===== src/rtl/smi_master_if.sv =====
// MDIO management master command/response and pad-side signals.
// The master modport is the PHY-management block's view; slave is the requesting client.
interface smi_master_if;
    logic        cmd_valid;
    logic        cmd_ready;
    logic        cmd_write;
    logic [4:0]  cmd_phy_addr;
    logic [4:0]  cmd_reg_addr;
    logic [15:0] cmd_wdata;
    logic        rsp_valid;
    logic [15:0] rsp_rdata;
    logic        rsp_err;
    logic        busy;
    logic        mdc;
    logic        mdio_o;
    logic        mdio_oe;
    logic        mdio_i;

    modport master (
        input  cmd_valid, cmd_write, cmd_phy_addr, cmd_reg_addr, cmd_wdata, mdio_i,
        output cmd_ready, rsp_valid, rsp_rdata, rsp_err, busy, mdc, mdio_o, mdio_oe
    );

    modport slave (
        output cmd_valid, cmd_write, cmd_phy_addr, cmd_reg_addr, cmd_wdata, mdio_i,
        input  cmd_ready, rsp_valid, rsp_rdata, rsp_err, busy, mdc, mdio_o, mdio_oe
    );
endinterface


===== src/rtl/smi_master.sv =====
// Clause-22 MDIO master: 64-bit frame plus one idle bit, accept-to-rsp_valid = 130*CLK_DIV clk.
// Backpressure: cmd_ready only in IDLE with the PHY out of reset; phy_reset aborts with no response.
module smi_master #(
    parameter int CLK_DIV = 10
) (
    input  logic       clk,
    input  logic       nreset,
    input  logic       phy_reset,
    smi_master_if.master bus
);
    localparam int DIV_W = $clog2(CLK_DIV);

    typedef enum logic [2:0] {S_IDLE, S_PRE, S_HDR, S_TA, S_DATA, S_END} state_t;

    state_t           state_q;
    logic [DIV_W-1:0] div_q;
    logic             mdc_q;
    logic [4:0]       cnt_q;
    logic [62:0]      tx_q;
    logic             wr_q;
    logic [15:0]      rd_sh_q;
    logic             ta_q;
    logic             mdio_o_q;
    logic             mdio_oe_q;
    logic             busy_q;
    logic             rsp_valid_q;
    logic [15:0]      rsp_rdata_q;
    logic             rsp_err_q;
    logic             run_q;
    logic             sync1_q;
    logic             sync2_q;

    logic        div_wrap;
    logic        bit_end;
    logic        accept;
    logic [62:0] frame;

    assign div_wrap = (div_q == DIV_W'(CLK_DIV - 1));
    assign bit_end  = div_wrap & mdc_q;
    assign bus.cmd_ready = (state_q == S_IDLE) & ~phy_reset & run_q;
    assign accept   = bus.cmd_valid & bus.cmd_ready;

    // Leading preamble bit is implicit: it is loaded straight into mdio_o on accept.
    assign frame = {31'h7FFF_FFFF, 2'b01, (bus.cmd_write ? 2'b01 : 2'b10),
                    bus.cmd_phy_addr, bus.cmd_reg_addr,
                    (bus.cmd_write ? 2'b10 : 2'b11),
                    (bus.cmd_write ? bus.cmd_wdata : 16'hFFFF)};

    always_ff @(posedge clk or negedge nreset) begin
        if (!nreset) begin
            sync1_q <= 1'b1;
            sync2_q <= 1'b1;
        end else begin
            sync1_q <= bus.mdio_i;
            sync2_q <= sync1_q;
        end
    end

    always_ff @(posedge clk or negedge nreset) begin
        if (!nreset) begin
            state_q     <= S_IDLE;
            div_q       <= '0;
            mdc_q       <= 1'b0;
            cnt_q       <= '0;
            tx_q        <= '1;
            wr_q        <= 1'b0;
            rd_sh_q     <= '0;
            ta_q        <= 1'b0;
            mdio_o_q    <= 1'b1;
            mdio_oe_q   <= 1'b0;
            busy_q      <= 1'b0;
            rsp_valid_q <= 1'b0;
            rsp_rdata_q <= '0;
            rsp_err_q   <= 1'b0;
            run_q       <= 1'b0;
        end else begin
            run_q       <= 1'b1;
            rsp_valid_q <= 1'b0;
            if (phy_reset && state_q != S_IDLE) begin
                state_q   <= S_IDLE;
                div_q     <= '0;
                mdc_q     <= 1'b0;
                mdio_oe_q <= 1'b0;
                mdio_o_q  <= 1'b1;
                busy_q    <= 1'b0;
            end else if (state_q == S_IDLE) begin
                div_q <= '0;
                mdc_q <= 1'b0;
                if (accept) begin
                    state_q   <= S_PRE;
                    cnt_q     <= '0;
                    busy_q    <= 1'b1;
                    wr_q      <= bus.cmd_write;
                    tx_q      <= frame;
                    mdio_o_q  <= 1'b1;
                    mdio_oe_q <= 1'b1;
                end
            end else begin
                div_q <= div_wrap ? '0 : div_q + DIV_W'(1);
                if (div_wrap) mdc_q <= ~mdc_q;
                // Bit boundary: last clk of the high half, where the input is sampled too.
                if (bit_end) begin
                    tx_q     <= {tx_q[61:0], 1'b1};
                    mdio_o_q <= tx_q[62];
                    cnt_q    <= cnt_q + 5'd1;
                    case (state_q)
                        S_PRE: if (cnt_q == 5'd31) begin
                            state_q <= S_HDR;
                            cnt_q   <= '0;
                        end
                        S_HDR: if (cnt_q == 5'd13) begin
                            state_q   <= S_TA;
                            cnt_q     <= '0;
                            mdio_oe_q <= wr_q;
                        end
                        S_TA: if (cnt_q == 5'd1) begin
                            ta_q    <= sync2_q;
                            state_q <= S_DATA;
                            cnt_q   <= '0;
                        end
                        S_DATA: begin
                            rd_sh_q <= {rd_sh_q[14:0], sync2_q};
                            if (cnt_q == 5'd15) begin
                                state_q   <= S_END;
                                cnt_q     <= '0;
                                mdio_oe_q <= 1'b0;
                                mdio_o_q  <= 1'b1;
                            end
                        end
                        S_END: begin
                            state_q     <= S_IDLE;
                            mdio_o_q    <= 1'b1;
                            busy_q      <= 1'b0;
                            rsp_valid_q <= 1'b1;
                            if (!wr_q) begin
                                rsp_rdata_q <= rd_sh_q;
                                rsp_err_q   <= ta_q;
                            end
                        end
                        default: state_q <= S_IDLE;
                    endcase
                end
            end
        end
    end

    assign bus.mdc       = mdc_q;
    assign bus.mdio_o    = mdio_o_q;
    assign bus.mdio_oe   = mdio_oe_q;
    assign bus.busy      = busy_q;
    assign bus.rsp_valid = rsp_valid_q;
    assign bus.rsp_rdata = rsp_rdata_q;
    assign bus.rsp_err   = rsp_err_q;
endmodule

===== src/flat_wrapper.sv =====
// flat-port wrapper written by rule: the top's interface ports become plain ports
module smi_master_flat 
#(
    parameter int CLK_DIV = 10
)
  (clk, nreset, phy_reset, bus_cmd_valid, bus_cmd_write, bus_cmd_phy_addr, bus_cmd_reg_addr, bus_cmd_wdata, bus_mdio_i, bus_cmd_ready, bus_rsp_valid, bus_rsp_rdata, bus_rsp_err, bus_busy, bus_mdc, bus_mdio_o, bus_mdio_oe);
  smi_master_if bus_i ();
  input  logic clk;
  input  logic nreset;
  input  logic phy_reset;
  input wire logic [$bits(bus_i.cmd_valid)-1:0] bus_cmd_valid;
  input wire logic [$bits(bus_i.cmd_write)-1:0] bus_cmd_write;
  input wire logic [$bits(bus_i.cmd_phy_addr)-1:0] bus_cmd_phy_addr;
  input wire logic [$bits(bus_i.cmd_reg_addr)-1:0] bus_cmd_reg_addr;
  input wire logic [$bits(bus_i.cmd_wdata)-1:0] bus_cmd_wdata;
  input wire logic [$bits(bus_i.mdio_i)-1:0] bus_mdio_i;
  output wire logic [$bits(bus_i.cmd_ready)-1:0] bus_cmd_ready;
  output wire logic [$bits(bus_i.rsp_valid)-1:0] bus_rsp_valid;
  output wire logic [$bits(bus_i.rsp_rdata)-1:0] bus_rsp_rdata;
  output wire logic [$bits(bus_i.rsp_err)-1:0] bus_rsp_err;
  output wire logic [$bits(bus_i.busy)-1:0] bus_busy;
  output wire logic [$bits(bus_i.mdc)-1:0] bus_mdc;
  output wire logic [$bits(bus_i.mdio_o)-1:0] bus_mdio_o;
  output wire logic [$bits(bus_i.mdio_oe)-1:0] bus_mdio_oe;
  assign bus_i.cmd_valid = bus_cmd_valid;
  assign bus_i.cmd_write = bus_cmd_write;
  assign bus_i.cmd_phy_addr = bus_cmd_phy_addr;
  assign bus_i.cmd_reg_addr = bus_cmd_reg_addr;
  assign bus_i.cmd_wdata = bus_cmd_wdata;
  assign bus_i.mdio_i = bus_mdio_i;
  assign bus_cmd_ready = bus_i.cmd_ready;
  assign bus_rsp_valid = bus_i.rsp_valid;
  assign bus_rsp_rdata = bus_i.rsp_rdata;
  assign bus_rsp_err = bus_i.rsp_err;
  assign bus_busy = bus_i.busy;
  assign bus_mdc = bus_i.mdc;
  assign bus_mdio_o = bus_i.mdio_o;
  assign bus_mdio_oe = bus_i.mdio_oe;
  smi_master #(.CLK_DIV(CLK_DIV)) u_core (.clk(clk), .nreset(nreset), .phy_reset(phy_reset), .bus(bus_i));
endmodule

===== config.mk =====
export PLATFORM = sky130hd
export DESIGN_NAME = smi_master_flat
export DESIGN_NICKNAME = d
export VERILOG_FILES = /design/src/rtl/smi_master_if.sv /design/src/rtl/smi_master.sv /design/src/flat_wrapper.sv
export SDC_FILE = /design/constraint.sdc
export NUM_CORES = 1
export LEC_CHECK = 0
export BUFFER_PORTS_ARGS = -buffer_cell sky130_fd_sc_hd__buf_2
export CORE_ASPECT_RATIO = 0.9
export CORE_UTILIZATION = 60
export DETAILED_ROUTE_END_ITERATION = 10
export PLACE_DENSITY = 0.81
export SLEW_MARGIN = 10
export SYNTH_ARGS = -nofsm -noshare
export SYNTH_HDL_FRONTEND = slang
export SYNTH_SLANG_ARGS = --single-unit

===== constraint.sdc =====
create_clock -name clk -period 2.8 [get_ports clk]
set_input_delay 0.14 -clock clk [delete_from_list [all_inputs] [get_ports clk]]
set_output_delay 0.14 -clock clk [all_outputs]
set_load 0.1 [all_outputs]

==> metrics <==
status=finished, final reports clean; CP max-delay cell=dfrtp_1; Clock Skews=0.006908 ns; syn avg cell area=12.21 sq um; HPWL after DPL=6.257 mm; die area=0.009090 sq mm; PnR worst setup slack=0.5482 ns; clock insertion delay at the later pin of the skew report=0.52 ns; share of cells above drive strength 1=0.4190; LEAKAGE=2.803 nW; critical path type=flip-flop to output port; Post-Synth Simple-Gate Area=0.1604; Mapped Area=0.005228 sq mm; io pins=55; commonest non-fill, non-tap cell in the layout=dfstp_2; Hold Crit Class=input port to flip-flop; H-tree levels=4; Vias/cell=5.655; DR pass1 iterations=5; Net Sw Power=1.747 mW; most common flop cell mapped by yosys=dfstp_2; fin util=0.7756; Max Clock Freq=0.4441 GHz; Port-buffer cells=54; Setup Buffers After CTS=0; maximum VDD drop=0.4293 mV; asr flop ratio synth=1.000; Placed Instances=578; critical path required time=2.66 ns; minimum clock period=2.252 ns; post-synthesis sequential area ratio=0.5807; share of power burned in registers=0.449; Layout Cells excl Fill=640; first-pass GRT wire length=18.15 mm; crit path DAT=2.11 ns; Max clock buf depth=2; power share of the combinational group=0.193; Worst Tran Pin Value=0.8052 ns; gr usage total=0.2612; diode count=0; pre-CTS setup slack=0.5916 ns; Tcrit/Tclk final=0.8042; RD Place Congestion=0.9285; Crit path largest cell delay=0.56 ns; post-DR wirelength/cell=16.80 microns; cts repair resizes=0; EDFF count, synth=0; initial antenna violation count=0; vias in the first global route=3696; fin. max-slew vios=0; CP Capture Type=output port; largest net degree at the start of global routing=68; DRC=0; area grow syn2layout=22.57%; CTS tree=yes; worst hold slack=0.05574 ns; CP Cell Sequence=nor3_2 > and3_1 > buf_2; Syn Nets=467; Root Buffer=clkbuf_8; synthesis-stage register bit count=118; Syn. warnings=0; clock sink count=118; number of buffers created by CTS=17; Cell Pwr Density=900.2 mW/mm^2; commonest non-fill, non-tap cells in the layout=66 x dfstp_2, 54 x nor2_1, 53 x buf_2, 52 x dfrtp_1, 33 x o22a_1; Post-Route Setup TNS=0 ns; RSZ-0062 raised after global routing=false; Slew HR=0.4632; Int Power=4.021 mW; floorplan row count=31; xor and xnor area share after synthesis=0.008377; GRT Residual Overflow=0; core footprint=0.008262 sq mm; largest family of logic cells by synthesized area=simple AND/OR/NAND/NOR gates; Hold Vio Cnt, Final=0; Max Cap Viol=0; Synth Area in Compound Gates=0.1051; Nets=551; Via Count=3619; Synth Instances=428; Synth Area in Adders=0.01675; Sw Ratio=0.3028; CP delay by family, top=simple AND/OR/NAND/NOR gates; Die Y=90.55 microns; CP Launch Type=flip-flop; DRT Wirelength=10.75 mm; mux contribution to synthesized area=0.08664; Die Width=100.4 microns; Clock transition at path regs=0.06 ns; Antenna Nets Post-Route=0; Initial Util=0.6327; Distinct cells, synth=55; First DRT Iteration DRCs=292; buffer and inverter count on the worst path=1; Clock Power Share=0.357; crit path max fanout=16; Hold-fix buffers, CTS=30; final setup violation count=0
path summary, 6_finish.rpt:
kind / startpoint / end / slack, ns / cells past startpoint
max: u_core.state_q[2]$_DFFE_PN0P_ / bus_cmd_ready / 0.55 / 3
min: bus_cmd_valid / u_core.bus.busy$_DFFE_PN0P_ / 0.06 / 3
max reg2reg: u_core.state_q[2]$_DFFE_PN0P_ / u_core.tx_q[4]$_DFFE_PN1P_ / 0.59 / 5
min reg2reg: u_core.sync1_q$_DFF_PN1_ / u_core.sync2_q$_DFF_PN1_ / 0.36 / 0
max in group asynchronous: nreset / u_core.tx_q[13]$_DFFE_PN1P_ / 1.79 / 3
min in group asynchronous: nreset / u_core.bus.rsp_rdata[13]$_DFFE_PN0P_ / 0.21 / 2
area by class of cell:
class / count / area [sq um]
Sequential cell: 118 / 3035
Multi-Input combinational cell: 276 / 1976
Fill cell: 501 / 1854
Timing Repair Buffer: 91 / 650.6
Clock buffer: 17 / 414.1
Clock inverter: 15 / 157.7
Tap cell: 115 / 143.9
Inverter: 8 / 30.03
synth_stat cells (all sizes together), types with 2 or more instances:
cell type / number / area [sq um]
dfstp: 66 / 1734
nor2: 56 / 220.2
dfrtp: 52 / 1301
mux2: 36 / 442.9
nor3: 36 / 260.3
o22a: 33 / 289.0
nand2: 32 / 122.6
buf: 22 / 171.4
a31oi: 12 / 75.07
o21ai: 10 / 50.05
inv: 8 / 30.03
nand3: 8 / 50.05
ha: 7 / 87.58
a21oi: 5 / 25.02
clkbuf: 4 / 15.01
and3: 3 / 23.77
nand2b: 3 / 18.77
xor2: 3 / 26.28
a221o: 2 / 20.02
and2: 2 / 12.52
nand4b: 2 / 32.53
nor2b: 2 / 12.51
nor4b: 2 / 17.52
o211ai: 2 / 15.01
xnor2: 2 / 17.52
per-stage QoR:
stage,cell area (sq um),power (mW)
global route,6407,6.020
finish,6407,5.768
floorplan,5228,3.354
CTS,6407,5.762
detailed placement,5535,3.642
global placement,5535,3.571
sequential cells by signal, indices dropped and copies added, names as in the netlist:
register and flops:
u_core.bus.busy 1, u_core.tx_q 63, u_core.wr_q 1, u_core.ta_q 1
u_core.bus.rsp_valid 1, u_core.div_q 4, u_core.bus.mdio_oe 1, u_core.bus.rsp_err 1
u_core.bus.mdc 1, u_core.state_q 3, u_core.bus.rsp_rdata 16, u_core.cnt_q 5
u_core.sync2_q 1, u_core.sync1_q 1, u_core.rd_sh_q 16, u_core.bus.mdio_o 1
u_core.run_q 1
logic make-up after synthesis:
family | Yosys count
AOI/OAI and AO/OA | 72
xor gates and xnor gates | 5
adders and majority gates | 7
buffers and inverters | 34
DFF | 118
muxes | 37
other | 1
and+or+nand+nor | 154
layer usage:
metal | track usage | vias up | part of all wire
li1 | - | 1683 | -
met5 | 0 | - | 0
met2 | 0.4247 | 93 | 0.51
met4 | 0.09783 | 0 | 0.016
met3 | 0.06579 | 20 | 0.039
met1 | 0.3381 | 1823 | 0.43
power groups by stage:
stage	logic, mW	clock network, mW	registers, mW
after floorplan	0.743	0	2.61
after global placement	0.994	0	2.58
after detailed placement	1.05	0	2.59
after CTS	1.11	2.07	2.58
after global routing	1.22	2.16	2.64
final	1.12	2.06	2.59
tightest hold or removal path: cells and delay by family:
kind / cells / cell delay (ns)
AND/OR/NAND/NOR: 2 / 0.28
buffers and inverters: 1 / 0.11
Note: power is estimated with default switching activity, not from simulation.
